File: config.mk
export PLATFORM = sky130hd
export DESIGN_NAME = alu_regfile_unit
export DESIGN_NICKNAME = d
export VERILOG_FILES = /design/src/rtl/alu_pkg.sv /design/src/rtl/lane_add4.sv /design/src/rtl/alu_regfile_unit.sv
export SDC_FILE = /design/constraint.sdc
export NUM_CORES = 1
export LEC_CHECK = 0
export CAP_MARGIN = 25
export CELL_PAD_IN_SITES_DETAIL_PLACEMENT = 1
export CELL_PAD_IN_SITES_GLOBAL_PLACEMENT = 2
export CORE_UTILIZATION = 45
export DETAILED_ROUTE_END_ITERATION = 16
export PLACE_DENSITY_LB_ADDON = 0.3
export SLEW_MARGIN = 20
export SYNTH_ARGS = -nofsm -noshare
export SYNTH_HDL_FRONTEND = slang
export SYNTH_SLANG_ARGS = --single-unit
File: constraint.sdc
create_clock -name clk -period 22.1 [get_ports clk]
set_clock_uncertainty 0.15 [all_clocks]
set_input_delay 5.525 -clock clk [delete_from_list [all_inputs] [get_ports clk]]
set_output_delay 5.525 -clock clk [all_outputs]
set_load 0.02 [all_outputs]
File: src/rtl/alu_pkg.sv
// Shared definitions for the register-file/ALU execute block:
// opcodes, datapath widths and saturation limits.
package alu_pkg;

  localparam int DATA_W    = 16;
  localparam int REG_IDX_W = 4;
  localparam int LANE_W    = 4;

  typedef enum logic [2:0] {
    OP_ADD  = 3'b000,
    OP_SUB  = 3'b001,
    OP_NAND = 3'b010,
    OP_XOR  = 3'b011,
    OP_PADD = 3'b100,
    OP_RED  = 3'b101
  } opcode_e;

  localparam logic [15:0] SAT_POS16 = 16'h7FFF;
  localparam logic [15:0] SAT_NEG16 = 16'h8000;
  localparam logic [3:0]  SAT_POS4  = 4'h7;
  localparam logic [3:0]  SAT_NEG4  = 4'h8;

endpackage

File: src/rtl/lane_add4.sv
// 4-bit carry-lookahead adder lane with subtract, carry-out and signed overflow.
// Lanes run independently for nibble ops or chain through carry_in/carry_out.
module lane_add4 (
  input  logic       clk_unused,
  input  logic [3:0] a,
  input  logic [3:0] b,
  input  logic       sub,
  input  logic       carry_in,
  output logic [3:0] sum,
  output logic       carry_out,
  output logic       overflow
);

  logic [3:0] bx;
  logic [3:0] g;
  logic [3:0] p;
  logic [4:0] c;

  assign bx = b ^ {4{sub}};
  assign g  = a & bx;
  assign p  = a ^ bx;

  // Every carry is expanded from generate/propagate terms, so no internal ripple.
  assign c[0] = carry_in;
  assign c[1] = g[0] | (p[0] & carry_in);
  assign c[2] = g[1] | (p[1] & g[0]) | (p[1] & p[0] & carry_in);
  assign c[3] = g[2] | (p[2] & g[1]) | (p[2] & p[1] & g[0])
              | (p[2] & p[1] & p[0] & carry_in);
  assign c[4] = g[3] | (p[3] & g[2]) | (p[3] & p[2] & g[1])
              | (p[3] & p[2] & p[1] & g[0])
              | (p[3] & p[2] & p[1] & p[0] & carry_in);

  assign sum       = p ^ c[3:0];
  assign carry_out = c[4];
  // Carry into and out of the sign bit differ exactly when same-sign inputs flip sign.
  assign overflow  = c[4] ^ c[3];

endmodule

File: src/rtl/alu_regfile_unit.sv
// Single-cycle execute block: register file with two combinational read
// ports feeding a saturating ALU whose result can be written back.
module alu_regfile_unit
  import alu_pkg::*;
#(
  parameter int DATA_W   = 16,
  parameter int NUM_REGS = 16
) (
  input  logic                 clk,
  input  logic                 rst,
  input  logic [REG_IDX_W-1:0] src_reg1,
  input  logic [REG_IDX_W-1:0] src_reg2,
  input  logic [REG_IDX_W-1:0] dst_reg,
  input  logic                 write_reg,
  input  logic [2:0]           opcode,
  output logic [DATA_W-1:0]    src_data1,
  output logic [DATA_W-1:0]    src_data2,
  output logic [DATA_W-1:0]    alu_out,
  output logic                 error
);

  function automatic logic signed [DATA_W-1:0] sat16(
    input logic signed [DATA_W-1:0] s,
    input logic                     ovf,
    input logic                     neg
  );
    if (!ovf) return s;
    return neg ? SAT_NEG16 : SAT_POS16;
  endfunction

  function automatic logic [LANE_W-1:0] sat4(
    input logic [LANE_W-1:0] s,
    input logic              ovf,
    input logic              neg
  );
    if (!ovf) return s;
    return neg ? SAT_NEG4 : SAT_POS4;
  endfunction

  logic [DATA_W-1:0]        regs [NUM_REGS];
  logic signed [DATA_W-1:0] a;
  logic signed [DATA_W-1:0] b;
  logic signed [DATA_W-1:0] sum;
  logic signed [DATA_W-1:0] res;
  logic                     err;
  logic                     chain;
  logic                     sub;
  logic                     c1, c2, c3, carry_unused;
  logic                     v0, v1, v2, v3;
  logic [3:0]               ovf;

  // Reads come from stored state only; R0 is hard-wired to zero.
  assign a = (src_reg1 == '0) ? '0 : regs[src_reg1];
  assign b = (src_reg2 == '0) ? '0 : regs[src_reg2];

  assign chain = (opcode == OP_ADD) || (opcode == OP_SUB);
  assign sub   = (opcode == OP_SUB);

  lane_add4 u_lane0 (
    .clk_unused(clk), .a(a[3:0]), .b(b[3:0]), .sub(sub), .carry_in(sub),
    .sum(sum[3:0]), .carry_out(c1), .overflow(v0)
  );
  lane_add4 u_lane1 (
    .clk_unused(clk), .a(a[7:4]), .b(b[7:4]), .sub(sub), .carry_in(chain & c1),
    .sum(sum[7:4]), .carry_out(c2), .overflow(v1)
  );
  lane_add4 u_lane2 (
    .clk_unused(clk), .a(a[11:8]), .b(b[11:8]), .sub(sub), .carry_in(chain & c2),
    .sum(sum[11:8]), .carry_out(c3), .overflow(v2)
  );
  lane_add4 u_lane3 (
    .clk_unused(clk), .a(a[15:12]), .b(b[15:12]), .sub(sub), .carry_in(chain & c3),
    .sum(sum[15:12]), .carry_out(carry_unused), .overflow(v3)
  );

  assign ovf = {v3, v2, v1, v0};

  always_comb begin
    res = '0;
    err = 1'b0;
    case (opcode)
      OP_ADD, OP_SUB: begin
        // Overflow direction follows A's sign: effective operands share it.
        res = sat16(sum, v3, a[DATA_W-1]);
        err = v3;
      end
      OP_NAND: res = ~(a & b);
      OP_XOR:  res = a ^ b;
      OP_PADD: begin
        for (int i = 0; i < 4; i++)
          res[LANE_W*i +: LANE_W] = sat4(sum[LANE_W*i +: LANE_W], ovf[i], a[LANE_W*i+3]);
        err = |ovf;
      end
      OP_RED:  res = sum;
      default: res = '0;
    endcase
  end

  assign src_data1 = rst ? a   : '0;
  assign src_data2 = rst ? b   : '0;
  assign alu_out   = rst ? res : '0;
  assign error     = rst ? err : 1'b0;

  always_ff @(posedge clk or negedge rst) begin
    if (!rst) begin
      for (int i = 0; i < NUM_REGS; i++) regs[i] <= '0;
    end else if (write_reg && (dst_reg != '0)) begin
      regs[dst_reg] <= res;
    end
  end

endmodule

Word level (Yosys, flattened, before mapping)
Index checks and enable logic that the tools add are counted.
{ "op_classes": {"addsub": 0, "n_mul": 0, "n_div": 0, "n_lt_le_gt_ge": 4, "n_eq_ne": 5, "n_shift": 0, "muxes": 41, "bitwise_logic": 133, "reduce_logical": 9} }
{ "op_table": {"columns": ["cell", "n"], "rows": [
  ["$bwmux W256", 1],
  ["$mux W16", 13],
  ["$bmux W16 S4", 2],
  ["$pmux W16 S5", 1],
  ["$and A1 B1 Y1", 67],
  ["$demux W16 S4", 1],
  ["$mux W4", 12],
  ["$xor A4 B4 Y4", 12],
  ["$or A1 B1 Y1", 40],
  ["$and A16 B16 Y16", 1],
  ["$and A4 B4 Y4", 4],
  ["$not A16 Y16", 1],
  ["$xor A16 B16 Y16", 1],
  ["$ge A5 B5 Y1 const B", 3],
  ["$not A4 Y5", 3],
  ["$mux W1", 10],
  ["$logic_not A4 Y1", 2],
  ["$eq A3 B2 Y1 const B", 2],
  ["$eq A3 B3 Y1 const B", 2],
  ["$lt A5 B1 Y1 const B", 1],
  ["$reduce_bool A4 Y1", 1],
  ["$reduce_or A4 Y1", 1],
  ["$xor A1 B1 Y1", 4],
  ["$eq A3 B1 Y1 const B", 1],
  ["5 further kinds", 6]
]} }
{ "word_totals": {"register_bits": 256, "latchBits": 0, "ramBits": 0, "romBits": 0, "in_bits": 18, "out_inout_bits": 49, "mem_count": 0} }

Longest topological paths before layout
{ "depth": {"word_depth": 27, "mapped_depth": 20} }

Modules after synthesis
From an unflattened synthesis, not the netlist that was laid out.
{ "hier_totals": {"cells_unflattened": 1341, "hier_area_um2": 15914.0} }
{ "modules_own_cells": {"columns": ["module", "n_inst", "cells_each", "area_each_um2", "seq_area_each_um2"], "rows": [
  ["alu_regfile_unit", 1, 1245, 15048.2, 6406.1],
  ["lane_add4", 4, 24, 216.5, 0.0]
]} }

Worst setup path before layout
OpenSTA, ideal clock, no wires.
{ "synth_timing": {"path_kind": "input-to-output", "from": "input src_reg2[0]", "to": "output alu_out[14]", "arrival_ns": 10.701, "required_ns": 16.425, "setup_slack_ns": 5.724, "cell_stages": 16, "path_buffers": 3, "path_cell_list": "clkbuf_1 buf_1 mux4_2 mux4_2 nor2b_1 xor2_1 ha_1 a21oi_2 a31oi_1 or4_4 o31ai_4 mux2_4 a31oi_2 clkbuf_1 nand2_1 o22ai_1"} }
{ "synth_between": {"elab_chain_cells": 27, "word_cells_on_any_way": 92, "cone_classes": "mux (13); bitwise (78); reduce/logical (1)"} }
{ "synth_lines": {"columns": ["element", "line_no", "source"], "rows": [
  ["start, declared", "alu_regfile_unit.sv:12", "input logic [REG_IDX_W-1:0] src_reg2,"],
  ["$not A4 Y5 (not written as such)", "alu_regfile_unit.sv:54", "assign b = (src_reg2 == '0) ? '0 : regs[src_reg2];"],
  ["$bmux W16 S4", "alu_regfile_unit.sv:54", null],
  ["$mux W16 (not written as such) (2 in a row)", "alu_regfile_unit.sv:54", null],
  ["$mux W16 (*)", "alu_regfile_unit.sv:54", null],
  ["$xor A4 B4 Y4", "lane_add4.sv:19", "assign bx = b ^ {4{sub}};"],
  ["$xor A4 B4 Y4 or $and A4 B4 Y4 (tied branches)", "lane_add4.sv:21, lane_add4.sv:20", null],
  ["$and A1 B1 Y1 (on tied branches)", "lane_add4.sv:29, lane_add4.sv:30, lane_add4.sv:31", null],
  ["$or A1 B1 Y1 (tied with other cells) (2 in a row)", "lane_add4.sv:29", "assign c[4] = g[3] | (p[3] & g[2]) | (p[3] & p[2] & g[1])"],
  ["(+9 left out)", null, null],
  ["$and A1 B1 Y1 (on tied branches)", "lane_add4.sv:31, lane_add4.sv:28", null],
  ["$or A1 B1 Y1 (on tied branches)", "lane_add4.sv:31, lane_add4.sv:28", null],
  ["$xor A1 B1 Y1", "lane_add4.sv:36", "assign overflow = c[4] ^ c[3];"],
  ["$mux W1", "alu_regfile_unit.sv:27, alu_regfile_unit.sv:36", null],
  ["$mux W1", "alu_regfile_unit.sv:81", "case (opcode)"],
  ["$mux W4 or $mux W16 (tied branches)", "alu_regfile_unit.sv:37, alu_regfile_unit.sv:28", null],
  ["$pmux W16 S5 (*)", "alu_regfile_unit.sv:81", null],
  ["$mux W16 (*)", "alu_regfile_unit.sv:101", "assign alu_out = rst ? res : '0;"],
  ["end, declared", "alu_regfile_unit.sv:18", "output logic [DATA_W-1:0] alu_out,"]
]} }
Every way passes the cells marked *; elsewhere a longest branch is shown, timed or not. The select of a mux whose other input is x is not followed.

Final worst setup path
{ "layout_timing": {"from": "input src_reg2[0]", "to": "output alu_out[12]"} }
Same word-level chain as after synthesis.

==> metrics.md <==
| Metric | Value |
|---|---|
| Post-Synth XOR/XNOR Area | approximately 1.3% |
| Number of H-tree levels | 1 |
| Post-synth top area cell | dfrtp_1 |
| CORE AREA | 0.03446 mm² |
| Drc violations | 0 |
| Worst hold margin | 223.7 ps |
| Worst Path Buf+Inv | 4 |
| CP max stage delay | about 830 ps |
| WP data required | 16430 ps |
| Register area share after synthesis | ~41% |
| Clk sink count | 255 |
| TritonRoute pass-1 iters | 5 |
| Post-Syn Nets | 1491 |
| Setup crit end kind | output port |
| Post-synthesis mux area share | between 20% and 30% |
| Clock Path Buffers | 3 |
| Area of the die | 0.03567 mm² |
| Normalized max-slew margin | 30.64% |
| Max-Cap Viols | 0 |
| Netlist cell types | 75 |
| Clock power share | 19.8% |
| Most common library cells after synthesis | 255 x dfrtp_1, 213 x nor2_1, 165 x a21oi_1 |
| Top cells by area, synth | dfrtp_1 41%, mux4_2 21%, a21oi_1 5.3% |
| Root buffer cell | clkbuf_16 |
| Peak supply drop | 0.00007303 V |
| PostCTS Resize Cnt | 0 |
| Total power | 2.504 mW |
| Post-DRT Antenna Nets | 0 |
| Number of global-route vias before repair | around 13000 |
| R2r endpoint | regs[121]$_DFFE_PN0P_ |
| Fin util | 51.54% |
| Routed wire length | 53020 µm |
| HP Class | flip-flop to flip-flop |
| Biggest register | regs |
| Startpoint types | input pin |
| Final Critical Period | about 18000 ps |
| Final Cycle Share | 81.77% |
| CP Cell Sequence | buf_4 > buf_4 > mux4_2 > mux4_2 > nor2b_1 > xor2_1 > ha_1 > a21oi_2 > a31oi_1 > or4_4 > o31ai_4 > mux2_4 > a31oi_2 > a22oi_2 > buf_4 > nor2_1 > clkdlybuf4s50_1 |
| CTS tree | done |
| Status | finished, final reports clean |
| Simple-Gate Fraction of Synth Area | between 10% and 20% |
| Gpl congestion | 0.9454 |
| Delay-heaviest family, CP | buffers and inverters |
| Post-synth top area share | 40.61% |
| EDFF count, synth | 0 |
| Critical path peak fanout | 36 |
| Top FF cell, synth | dfrtp_1 |
| Crit path DAT | 12400 ps |
| Worst Tran Pin Value | 1040 ps |
| Hold EP | regs[255]$_DFFE_PN0P_ |
| Seq cells post-synth | 255 |
| Largest family of logic cells by synthesized area | multiplexers |
| Internal | approximately 1.5 mW |
| Most frequent CP cell | buf_4 |
| Final Hold Fails | 0 |
| Row count | 68 |
| Syn Inst Count | 1438 |
| Compound-Gate Fraction of Synth Area | 13.07% |
| Ports | 67 |
| Crit path depth | 17 |
| Total global-route track usage | just over 30% |
| Syn avg cell area | 10.93 µm² |
| First-pass GRT wire length | 82280 µm |
| Non-Filler Instances | 1925 |
| Die Wd | 188.9 µm |
| Switching pwr | 1.029 mW |
| Num CTS Buffers | 30 |
| Combinational share of power | 47.9% |
| Nets@finish | 1500 |
| Grt total ovfl | 0 |
| Synth Cell Area | between 0.015 and 0.02 mm² |
| Area Overhead vs Synth | 13.01% |
| Top flop regs | regs: 255 flops |
| # port buffers | 66 |
| Initial antenna violation count | 3 |
| # setup viols final | 0 |
| Adder-cell share of the synthesized area | 2.930% |
| Post-CTS Hold Buffers | 0 |
| RSZ-0062 raised after global routing | no |
| Reg2Reg Depth | 16 |
| Sequential share of power | around a third |
| Via count | roughly 12000 |
| Most numerous cell in the Yosys netlist | dfrtp_1 |
| Max reg flops | approximately 260 |
| Achievable Freq | roughly 55 MHz |
| Hold path cells | 0 |
| Leak pwr | 7.197 nW |
| Starting Density | 45.60% |
| Pwr/cell area | 141.0 mW/mm² |
| HPWL after DPL | 35050 µm |
| RR Startpoint | regs[0]$_DFFE_PN0P_ |
| N_diodes | 0 |
| Initial DRC count | 1064 |
| R2R setup slack | approximately 16000 ps |
| Final Slew Violations | 0 |
| Setup TNS | 0 ps |
| Placed cell count | 1869 |
| Worst-Skew Late Latency | around 600 ps |
| WL per Instance | about 28 µm |
| Setup Buffers After CTS | 0 |
| Share of cells above drive strength 1 | 22.45% |
| Hold Crit Start | regs[255]$_DFFE_PN0P_ |
| Setup CP Type | input pin to output port |
| Asr flop ratio synth | 100.0% |
| Largest net degree at the start of global routing | 93 |
| Max stage delay cell, worst path | a31oi_2 |
| Vias/cell | 6.353 |
| CTS clock-pin slew for the worst setup and hold paths | 60 ps |
| Net Sw Frac | 41.08% |
| Yosys warns | 0 |
| Die H | 188.9 µm |
==> logic make-up (layout without fill, tap and decap cells) <==
family / Yosys count / in the layout
flip-flops: 255 / 255
XOR/XNOR: 24 / 24
AND/OR/NAND/NOR: 429 / 429
adder cells (fa/ha/maj): 35 / 35
buffers and inverters: 147 / 179
multiplexers: 211 / 211
AO/OA/AOI/OAI: 337 / 337
==> cells in the final DEF, fill, tap and decap left out, drive strengths merged, types with 32 or more instances in the layout <==
| cell | instances |
|---|---|
| nand2 | 85 |
| mux4 | 150 |
| ha | 32 |
| clkbuf | 45 |
| mux2 | 37 |
| buf | 51 |
| o21ai | 81 |
| nor2b | 33 |
| dfrtp | 255 |
| clkdlybuf4s50 | 59 |
| and2 | 36 |
| nor2 | 214 |
| a21oi | 167 |
==> power by group through the flow <==
stage	registers [mW]	clock network (mW)	logic (mW)
after global placement	0.792	0	1.15
after detailed placement	0.810	0	1.18
after CTS	0.805	0.506	1.19
after floorplan	0.753	0	0.850
after global routing	0.833	0.521	1.30
final	0.809	0.496	1.20
==> layer usage <==
metal	track usage, %	vias up	part of all wire (%)
met5	0	-	0.023
met4	8.437	2	3.0
met3	3.985	94	5.5
met2	48.70	400	47
met1	44.68	6440	45
li1	-	5294	-
==> cell type report <==
class                   instances  area [µm²]
clock buffers                  45       877.1
clock inverters                10       110.1
fillers                      3649       16700
inverters                      14       52.55
multi-input cells            1036        8790
flip-flops and latches        255        6381
well taps                     455       569.3
repair buffers                110       978.4
==> worst max-delay path by stage <==
stage                     start           to  slack, ps
floorplan           src_reg2[0]  alu_out[14]       5720
detailed placement  src_reg2[0]  alu_out[12]       4030
global route        src_reg2[0]  alu_out[12]       3610
global placement    src_reg2[0]  alu_out[12]       4100
CTS                 src_reg2[0]  alu_out[12]       4030
finish              src_reg2[0]  alu_out[12]       4030
==> per-stage QoR <==
step | setup WS [ps] | area, µm²
after global routing | 3608 | 17760
after global placement | 4098 | 16760
after detailed placement | 4032 | 16760
final | 4029 | 17760
after CTS | 4027 | 17740
after floorplan | 5724 | 15710
Power figures use the tool's default switching activity.
